## src/rtl/fifo_pkg.sv

```systemverilog
// Shared constants for the FIFO pointer/flag controller and its pointer sub-block.
// Reset is synchronous; RESET_ACTIVE gives the level on the reset pin that clears state.
package fifo_pkg;
    localparam int   MEM_SIZE     = 8;
    localparam int   WORD_SIZE    = 10;
    localparam int   PTR          = 3;
    localparam int   CNT_W        = PTR + 1;
    localparam logic RESET_ACTIVE = 1'b0;
endpackage

```

## src/rtl/fifo_ptr.sv

```systemverilog
// Wrap-around PTR-bit address pointer; advances by one on i_inc, wraps by natural overflow.
// Registered output, one-cycle update latency, no backpressure (caller gates i_inc).
module fifo_ptr
    import fifo_pkg::*;
#(
    parameter int PTR = fifo_pkg::PTR
) (
    input  logic           i_clk,
    input  logic           i_reset,
    input  logic           i_inc,
    output logic [PTR-1:0] o_ptr
);
    logic [PTR-1:0] r_ptr;

    always_ff @(posedge i_clk) begin
        if (i_reset == RESET_ACTIVE) begin
            r_ptr <= '0;
        end else if (i_inc) begin
            r_ptr <= r_ptr + PTR'(1);
        end
    end

    assign o_ptr = r_ptr;
endmodule

```

## src/rtl/fifo_ctrl.sv

```systemverilog
// FIFO pointer/occupancy/flag controller feeding the memory block; strobes are combinational, state one edge later.
// Requests at full/empty are dropped and reported on o_error (sticky until reset when FIFO_ERR_STICKY_EN is defined).
module fifo_ctrl
    import fifo_pkg::*;
#(
    parameter int MEM_SIZE  = fifo_pkg::MEM_SIZE,
    parameter int WORD_SIZE = fifo_pkg::WORD_SIZE,
    parameter int PTR       = fifo_pkg::PTR
) (
    input  logic           i_clk,
    input  logic           i_reset,
    input  logic           i_push_req,
    input  logic           i_pop_req,
    input  logic [PTR:0]   i_thr_high,
    input  logic [PTR:0]   i_thr_low,
    output logic           o_push,
    output logic           o_pop,
    output logic [PTR-1:0] o_wr_ptr,
    output logic [PTR-1:0] o_rd_ptr,
    output logic [PTR:0]   o_fifo_count,
    output logic           o_full,
    output logic           o_empty,
    output logic           o_almost_full,
    output logic           o_almost_empty,
    output logic           o_data_valid,
    output logic           o_error
);
    localparam int CW = PTR + 1;

    // Depth must be a power of two so pointer overflow is the wrap; the word width must be meaningful.
    if ((MEM_SIZE != (1 << PTR)) || (WORD_SIZE < 1)) begin : g_param_err
        $error("fifo_ctrl: MEM_SIZE must equal 2**PTR and WORD_SIZE must be positive");
    end

    logic [CW-1:0] r_count;
    logic          r_full;
    logic          r_empty;
    logic          r_almost_full;
    logic          r_almost_empty;
    logic          r_data_valid;
    logic          r_error;

    logic          w_push;
    logic          w_pop;
    logic          w_err_now;
    logic [CW-1:0] w_cnt_nxt;
    logic [PTR-1:0] w_wr_ptr;
    logic [PTR-1:0] w_rd_ptr;

    // Acceptance uses the registered flags, so a pop at full never frees room for a same-cycle push.
    assign w_push    = i_push_req & ~r_full;
    assign w_pop     = i_pop_req & ~r_empty;
    assign w_err_now = (i_push_req & r_full) | (i_pop_req & r_empty);

    always_comb begin
        w_cnt_nxt = r_count;
        case ({w_push, w_pop})
            2'b10:   w_cnt_nxt = r_count + CW'(1);
            2'b01:   w_cnt_nxt = r_count - CW'(1);
            default: w_cnt_nxt = r_count;
        endcase
    end

    fifo_ptr #(.PTR(PTR)) u_wr_ptr (
        .i_clk   (i_clk),
        .i_reset (i_reset),
        .i_inc   (w_push),
        .o_ptr   (w_wr_ptr)
    );

    fifo_ptr #(.PTR(PTR)) u_rd_ptr (
        .i_clk   (i_clk),
        .i_reset (i_reset),
        .i_inc   (w_pop),
        .o_ptr   (w_rd_ptr)
    );

    // Flags follow the next-state count so they change on the same edge as r_count.
    always_ff @(posedge i_clk) begin
        if (i_reset == RESET_ACTIVE) begin
            r_count        <= '0;
            r_full         <= 1'b0;
            r_empty        <= 1'b1;
            r_almost_full  <= 1'b0;
            r_almost_empty <= 1'b1;
            r_data_valid   <= 1'b0;
            r_error        <= 1'b0;
        end else begin
            r_count        <= w_cnt_nxt;
            r_full         <= (w_cnt_nxt == CW'(MEM_SIZE));
            r_empty        <= (w_cnt_nxt == '0);
            r_almost_full  <= (w_cnt_nxt >= i_thr_high);
            r_almost_empty <= (w_cnt_nxt <= i_thr_low);
            r_data_valid   <= w_pop;
`ifdef FIFO_ERR_STICKY_EN
            r_error        <= r_error | w_err_now;
`else
            r_error        <= w_err_now;
`endif
        end
    end

    assign o_push         = w_push;
    assign o_pop          = w_pop;
    assign o_wr_ptr       = w_wr_ptr;
    assign o_rd_ptr       = w_rd_ptr;
    assign o_fifo_count   = r_count;
    assign o_full         = r_full;
    assign o_empty        = r_empty;
    assign o_almost_full  = r_almost_full;
    assign o_almost_empty = r_almost_empty;
    assign o_data_valid   = r_data_valid;
    assign o_error        = r_error;
endmodule

```

## config.mk

```make
export PLATFORM = sky130hd
export DESIGN_NAME = fifo_ctrl
export DESIGN_NICKNAME = d
export VERILOG_FILES = /design/src/rtl/fifo_pkg.sv /design/src/rtl/fifo_ptr.sv /design/src/rtl/fifo_ctrl.sv
export SDC_FILE = /design/constraint.sdc
export NUM_CORES = 1
export LEC_CHECK = 0
export CAP_MARGIN = 10
export CORE_ASPECT_RATIO = 1.2
export CORE_UTILIZATION = 40
export DETAILED_ROUTE_END_ITERATION = 12
export HOLD_SLACK_MARGIN = 0.1
export PLACE_DENSITY = 0.69
export SLEW_MARGIN = 40
export SYNTH_ARGS = -nofsm -noshare
export SYNTH_HDL_FRONTEND = slang
export SYNTH_SLANG_ARGS = --single-unit
```

## constraint.sdc

```tcl
create_clock -name i_clk -period 4.7 [get_ports i_clk]
set_clock_uncertainty 0.05 [all_clocks]
set_input_delay 0.47 -clock i_clk [delete_from_list [all_inputs] [get_ports i_clk]]
set_output_delay 0.47 -clock i_clk [all_outputs]
set_load 0.005 [all_outputs]
```

# After elaboration in Yosys (flattened, before gate mapping)

Index checks and enable logic that the tools add are counted.

Order comparisons: 2
Bitwise operators: 7
Equal/unequal tests: 3
Mux-type cells: 1
$add $sub $neg: 4
Reduce and logical (&&, ||, !) cells: 1

Operator list:

| kind                                                 | number |
|---|---|
| case mux 4 bit (2 select lines)                      | 1 |
| adder 3 x 1 -> 3 bit (second input constant)         | 2 |
| adder 4 x 1 -> 4 bit (second input constant)         | 1 |
| AND 1 bit                                            | 4 |
| equality test 4 bit (second input constant)          | 1 |
| >= comparator 4 bit                                  | 1 |
| <= comparator 4 bit                                  | 1 |
| logical NOT 4 bit                                    | 1 |
| subtractor 4 x 1 -> 4 bit (second input constant)    | 1 |
| equality test 2 x 1 -> 1 bit (second input constant) | 1 |
| equality test 2 bit (second input constant)          | 1 |
| inverter 1 bit                                       | 2 |
| OR 1 bit                                             | 1 |

Input port bits: 12
Output and inout bits: 18
Register bits after elaboration: 16
Logic and storage cells: 27

# Depth between registers and ports, before layout

Gate-level depths: netlist of the first run.

Word-level depth: 5
Gate-level depth with buffers: 12

# Hierarchy

A second synthesis of the first run with hierarchy kept.

Cell total of the unflattened synthesis: 103
Area total of the unflattened synthesis: 945.9 sq um

By module, submodules not included:

| module    | cells an instance | area an instance (sq um) | times used |
|---|---|---|---|
| fifo_ctrl | 79                | 690.7                    | 1 |
| fifo_ptr  | 12                | 127.6                    | 2 |

# Worst setup path before layout of the first run

Ideal clock, no wire load.

Kind: input to register
From: input i_push_req
To: register r_almost_full, in the netlist o_almost_full
Stages on the path: 11
Data required time: 4.522 ns
Setup slack: 2.097 ns
Arrival: 2.425 ns
Path buffers: 2
Cells stage by stage: nand2b_4 > buf_6 > ha_1 > clkdlybuf4s15_2 > xor2_1 > ha_1 > or2b_2 > a21oi_1 > o211ai_2 > a31oi_1 > nor2_1

Cells in the longest elaborated chain, start to end: 4
Elaborated cells between the ends (all ways): 5

RTL lines:

| item                                                                       | line            | RTL |
|---|---|---|
| from (decl)                                                                | fifo_ctrl.sv:12 | `input logic i_push_req,` |
| AND 1 bit *                                                                | fifo_ctrl.sv:51 | `assign w_push = i_push_req & ~r_full;` |
| equality test 2 x 1 -> 1 bit / equality test 2 bit (equally long branches) | fifo_ctrl.sv:57 | `case ({w_push, w_pop})` |
| case mux 4 bit (2 select lines) *                                          | fifo_ctrl.sv:57 |  |
| >= comparator 4 bit *                                                      | fifo_ctrl.sv:92 | `r_almost_full <= (w_cnt_nxt >= i_thr_high);` |
| to (signal assigned)                                                       | fifo_ctrl.sv:92 |  |
| to (decl)                                                                  | fifo_ctrl.sv:38 | `logic r_almost_full;` |

Every way passes the cells marked *; elsewhere a longest branch is shown, timed or not.
A chain may end at the register's enable or synchronous reset.

# Worst setup path after layout of the first run

Same ends and word-level chain as after synthesis.

==> results of run 1 <==
registers in the layout, indices dropped and copies added, names as in the netlist:
name            cells
u_rd_ptr.o_ptr      3
o_data_valid        1
o_almost_empty      1
o_empty             1
o_full              1
o_error             1
o_fifo_count        4
u_wr_ptr.o_ptr      3
o_almost_full       1
metal layers:
metal / GRT usage, % / vias up / part of all wire [%]
li1: - / 434 / -
met1: 19.1 / 405 / 42
met2: 32.2 / 29 / 52
met3: 2.89 / 4 / 4.4
met4: 6.30 / 0 / 1.2
met5: 0 / - / 0
worst register-to-register path, stage by stage (launching register included):
cell	delay [ns]
dfxtp_1	0.36
nand2b_4	0.18
inv_1	0.06
ha_1	0.40
xor2_1	0.28
ha_1	0.28
or2b_2	0.28
a21oi_1	0.23
o211ai_2	0.10
a31oi_1	0.19
nor2_1	0.06
synthesized netlist by cell type (2+ instances only):
| master | instances |
|---|---|
| dfxtp_1 | 16 |
| nor3_1 | 3 |
| ha_1 | 9 |
| inv_1 | 7 |
| nor2_1 | 9 |
| buf_6 | 2 |
| inv_4 | 2 |
| xnor2_1 | 3 |
| a21oi_2 | 2 |
| xor2_1 | 3 |
| a21oi_1 | 6 |
| o2111ai_1 | 2 |
| a31oi_1 | 2 |
| nand2b_4 | 2 |
| and2_1 | 2 |
| nand3_1 | 2 |
| nand2_1 | 11 |
power groups by stage:
stage | Combinational (mW) | Sequential [mW] | Clock (mW)
2_1_floorplan | 0.210 | 0.191 | 0
3_3_place_gp | 0.300 | 0.196 | 0
3_5_place_dp | 0.306 | 0.197 | 0
4_1_cts | 0.307 | 0.194 | 0.0757
5_1_grt | 0.337 | 0.197 | 0.0816
6_report | 0.305 | 0.193 | 0.0719
layout make-up:
| cell class | instances | area (um2) | share of cell area [%] |
|---|---|---|---|
| multi-input cells | 79 | 646 | 47.6 |
| inverters | 9 | 38.8 | 2.86 |
| clock buffers | 3 | 22.5 | 1.66 |
| well taps | 31 | 38.8 | 2.86 |
| flip-flops and latches | 16 | 320 | 23.6 |
| repair buffers | 29 | 290 | 21.4 |
logic make-up after synthesis:
| group | share of synthesized area (%) |
|---|---|
| simple gates | 21.6 |
| compound gates | 21.2 |
| flops | 30.7 |
| buf+inv | 7.32 |
| fa+ha+maj | 10.8 |
| xor+xnor | 7.20 |
| mux | 1.08 |
final timing paths:
kind / end / cells after the start / from / slack, ns
hold / removal: u_rd_ptr.o_ptr[1] / 2 / u_rd_ptr.o_ptr[1] / 0.43
setup reg to reg: o_almost_full / 10 / o_empty / 2.12
setup / recovery: o_almost_full / 10 / i_push_req / 1.83
hold reg to reg: u_rd_ptr.o_ptr[1] / 2 / u_rd_ptr.o_ptr[1] / 0.43
per-stage QoR:
| stage | hold WS, ns | total power, mW | worst slack [ns] | util, % | area, um2 |
|---|---|---|---|---|---|
| 2_1_floorplan | 0.419 | 0.401 | 2.10 | - | 1040 |
| 3_3_place_gp | 0.411 | 0.496 | 1.59 | 56.1 | 1330 |
| 3_5_place_dp | 0.419 | 0.503 | 1.52 | 56.1 | 1330 |
| 4_1_cts | 0.430 | 0.577 | 1.82 | 57.1 | 1360 |
| 5_1_grt | 0.458 | 0.616 | 1.67 | 57.1 | 1360 |
| 6_report | 0.428 | 0.570 | 1.83 | 57.1 | 1360 |
layout by cell type (no fill, tap or decap), types with 2 or more instances in the layout:
cell type         n
nand2b_4          2
dfxtp_1          16
nand2_1          11
nor2_1            9
ha_1              9
inv_1             7
xor2_1            3
a31oi_1           2
xnor2_1           3
a21oi_1           6
and2_1            2
inv_4             2
clkdlybuf4s50_1  29
clkbuf_4          3
nor3_1            3
nand3_1           2
a21oi_2           2
o2111ai_1         2
==> qor.csv, run 1 <==
metric,value,unit
outcome,finished clean,
finalMaxSlewViolations,0,
grt_max_degree,13,
critical-path-max-stage-delay,0.52,ns
slew_headroom,63.4,%
cts_resized,0,
final-setup-viol-count,0,
combPwrFrac,53.5,%
synth_area_leaders,"dfxtp_1 31%, ha_1 11%, nand2_1 4.0%, nor2_1 3.2%, a21oi_1 2.9%",
synth_area_per_cell,9.65,um2
netlist_instances,108,
endpoint_kind,flip-flop,
dr.first_iter.drc_count,9,
routed_wl,2.13,mm
hp-class,flip-flop to flip-flop,
cts_tree,built,
cts.reportedPaths.clkPinSlew,0.09,ns
drc,0,
cap_violations,0,
path_cells,"clkdlybuf4s50_1, nand2b_4, ha_1, xor2_1, ha_1, or2b_2, a21oi_1, o211ai_2, a31oi_1, nor2_1",
cp_slowest_cell,clkdlybuf4s50_1,
arrival,2.98,ns
ys_seq_area_share,30.7,%
p_per_area,420,mW/mm2
port_buffers,29,
path_buf_inv,1,
power_frac_seq,33.9,%
worstSetupPathType,input pin to flip-flop,
avgViaCountPerCell,5.22,
period_needed,2.87,ns
vias,872,
dpl.hpwl,1.69,mm
grt_overflow,0,
cpMostUsedCell,ha_1,
cp_max_fo,9,
grt_pass1_wl,3.71,mm
clock_latency,0.28,ns
synth-edff-count,0,
critPathLaunchType,input pin,
fin_cells,167,
synth-seq-cells,16,
drive_gt1_share,17.6,%
pwr-share-clk,12.6,%
synth_top_area_cell,dfxtp_1,
p_switching,0.218,mW
post_cts_buffers,0,
num_rows,19,
leakage,0.555,nW
routedWlPerCell,12.8,um
area_growth,30.1,%
io_pins,30,
cts_buffers,3,
rsz0062_at_grt,no,
antenna_cells,0,
worst_pin_slew,0.544,ns
nets,159,
cts_max_level,1,
cts.sink_count,16,
cp.required,4.81,ns
cell_internal_pwr,0.352,mW
clockBufferDepth,2,
antenna_found_initial,0,
setup_tns,0,ns
n_fill_cell,234,
die_w,48.6,um
ir_drop,0.230,mV
min_period_over_period,61.1,%
grt_pass1_vias,829,
async_flop_share,0,%
crit_family,adder cells,
synth_cell_types,42,
start_util,43.8,%
p_sw_share,38.2,%
fmax,0.348,GHz
syn_nets,129,
track_usage,17.0,%
ys_warn_count,0,
die_area,0.00281,mm2
cts_root_buffer,clkbuf_4,
antenna_left,0,
yosys_most_used_dff,dfxtp_1,
die-height,57.9,um
yosysTopAreaCellShare,30.7,%
coreArea,0.00238,mm2
finalHoldViolations,0,
holdBufCountCts,0,
post-place-cells,164,
place_congestion,0.787,
drt_first_pass_iters,4,
syn_area,0.00104,mm2
No activity file was read; power rests on OpenSTA's default activity.
==> inputs of run 2 (changes only) <==
- clock period: 4.7 -> 2.9 ns (I/O delays scaled with it)
==> run 2 against run 1 <==
Clock power increased by 61%. First-iteration DRC count grew 44%. Power rose by 66%. Sequential share of layout area down 0.64 points. Final area up 2.8%. Core utilization rose by 1.6 points. Die area did not move. Count of clock-buffer cells in the layout unchanged. Sequential cell count stayed put.
==> qor.csv, run 2 (synthesis gave the netlist of run 1 again) <==
metric,value,unit,change
grt_pass1_wl,3.68,mm,-0.76%
clockBufferDepth,2,,unchanged
routedWlPerCell,12.3,um,-3.6%
cts_root_buffer,clkbuf_4,,
crit_family,adder cells,,
dr.first_iter.drc_count,13,,+4
slew_headroom,71.7,%,+8.3 points
port_buffers,29,,unchanged
arrival,2.71,ns,-0.27 ns
worst_pin_slew,0.425,ns,-0.120 ns
grt_overflow,0,,unchanged
worst-path-stages,11,,+1
grt_pass1_vias,866,,+4.5%
cts_tree,built,,
outcome,finished clean,,
worstSetupPathType,input pin to flip-flop,,
path_buf_inv,2,,+1
cp_max_fo,7,,-2
cp.required,3.01,ns,-1.80 ns
critical-path-max-stage-delay,0.46,ns,-0.06 ns
antenna_cells,0,,unchanged
nets,164,,+3.1%
min_period_over_period,89.7,%,
holdPathStages,2,,unchanged
cp-startpoint,i_pop_req,,
cp_slowest_cell,clkdlybuf4s50_1,,
fmax,0.384,GHz,
final_cell_mix,"29 x clkdlybuf4s50_1, 16 x dfxtp_1, 11 x nand2_1",,
drt_first_pass_iters,4,,unchanged
avgViaCountPerCell,5.17,,-1.0%
area_growth,33.7,%,
period_needed,2.60,ns,
die_area,0.00281,mm2,unchanged
finish.utilization,58.6,%,+1.6 points
final-setup-viol-count,0,,unchanged
final_common_cell,clkdlybuf4s50_1,,
p_total,0.949,mW,+66%
num_rows,19,,unchanged
p_per_area,681,mW/mm2,+62%
ir_drop,0.371,mV,+62%
critPathLaunchType,input pin,,
finalHoldViolations,0,,unchanged
routed_wl,2.12,mm,-0.70%
min_from,u_wr_ptr.o_ptr[1],,
cts_buffers,3,,unchanged
cts_resized,0,,unchanged
place_congestion,0.760,,-3.4%
rsz0062_at_grt,no,,
post_cts_buffers,0,,unchanged
clock_latency,0.28,ns,about the same
dpl.hpwl,1.70,mm,+0.68%
cts.sink_count,16,,unchanged
hp-class,flip-flop to flip-flop,,
placed_area,0.00137,mm2,+2.8%
final_area,0.00139,mm2,+2.8%
cts_max_level,1,,unchanged
rr_worst_depth,10,,unchanged
antenna_left,0,,unchanged
coreArea,0.00238,mm2,unchanged
leakage,0.578,nW,+4.2%
die_w,48.6,um,unchanged
drive_gt1_share,20.6,%,+2.9 points
largest_reg_flops,4,,unchanged
die-height,57.9,um,unchanged
antenna_found_initial,0,,unchanged
grt_max_degree,13,,unchanged
drc,0,,unchanged
start_util,43.8,%,unchanged
io_pins,30,,unchanged
track_usage,17.2,%,+0.18 points
path_cells,"clkdlybuf4s50_1, nand2b_4, inv_1, ha_1, xor2_1, ha_1, or2b_2, a21oi_1, o211ai_2, a31oi_1, nor2_1",,
finalMaxSlewViolations,0,,unchanged
cpMostUsedCell,ha_1,,
r2r_start,o_empty,,
holdBufCountCts,0,,unchanged
vias,889,,+1.9%
cts.reportedPaths.clkPinSlew,0.10,ns,about the same
cap_violations,0,,unchanged
endpoint_kind,flip-flop,,
## run 2: per-stage QoR
step,hold WS (ns),std cells,TNS (ns),setup WS [ns]
after floorplan,0.305,108,0,0.361
after global placement,0.413,169,0,0.0165
after detailed placement,0.422,169,-0.0200,-0.0200
after CTS,0.435,172,0,0.276
after global routing,0.468,172,0,0.0974
final,0.432,172,0,0.299
## run 2: worst register-to-register path: stages, from the launching register on
cell and delay [ns]:
dfxtp_1 0.37, nand2b_4 0.18, inv_1 0.06, ha_1 0.41, xor2_1 0.25, ha_1 0.27, or2b_2 0.29, a21oi_1 0.24
o211ai_2 0.10, a31oi_1 0.16, nor2_1 0.05
## run 2: per-layer routing
metal	vias up	global-route usage (%)	wire, um
met5	-	0	0
met4	0	7.56	13
met3	2	2.62	101
met2	30	32.2	1120
met1	407	19.3	878
li1	450	-	-
## run 2: report_power, final
| group | leakage [nW] | internal (mW) | switching [mW] |
|---|---|---|---|
| sequential | 0.131 | 0.263 | 0.0514 |
| combinational | 0.434 | 0.281 | 0.238 |
| clock | 0.0138 | 0.0481 | 0.0675 |
## run 2: final timing paths
path | endpoint | slack, ns
worst min register to register | u_wr_ptr.o_ptr[1] | 0.43
worst min-delay path | u_wr_ptr.o_ptr[1] | 0.43
worst max register to register | o_almost_full | 0.37
worst max-delay path | o_almost_full | 0.30
## run 2: final cells by class
class | instances | area, um2
well taps | 31 | 38.8
fillers | 228 | 983
inverters | 9 | 38.8
multi-input cells | 79 | 646
flip-flops and latches | 16 | 320
repair buffers | 34 | 328
clock buffers | 3 | 22.5
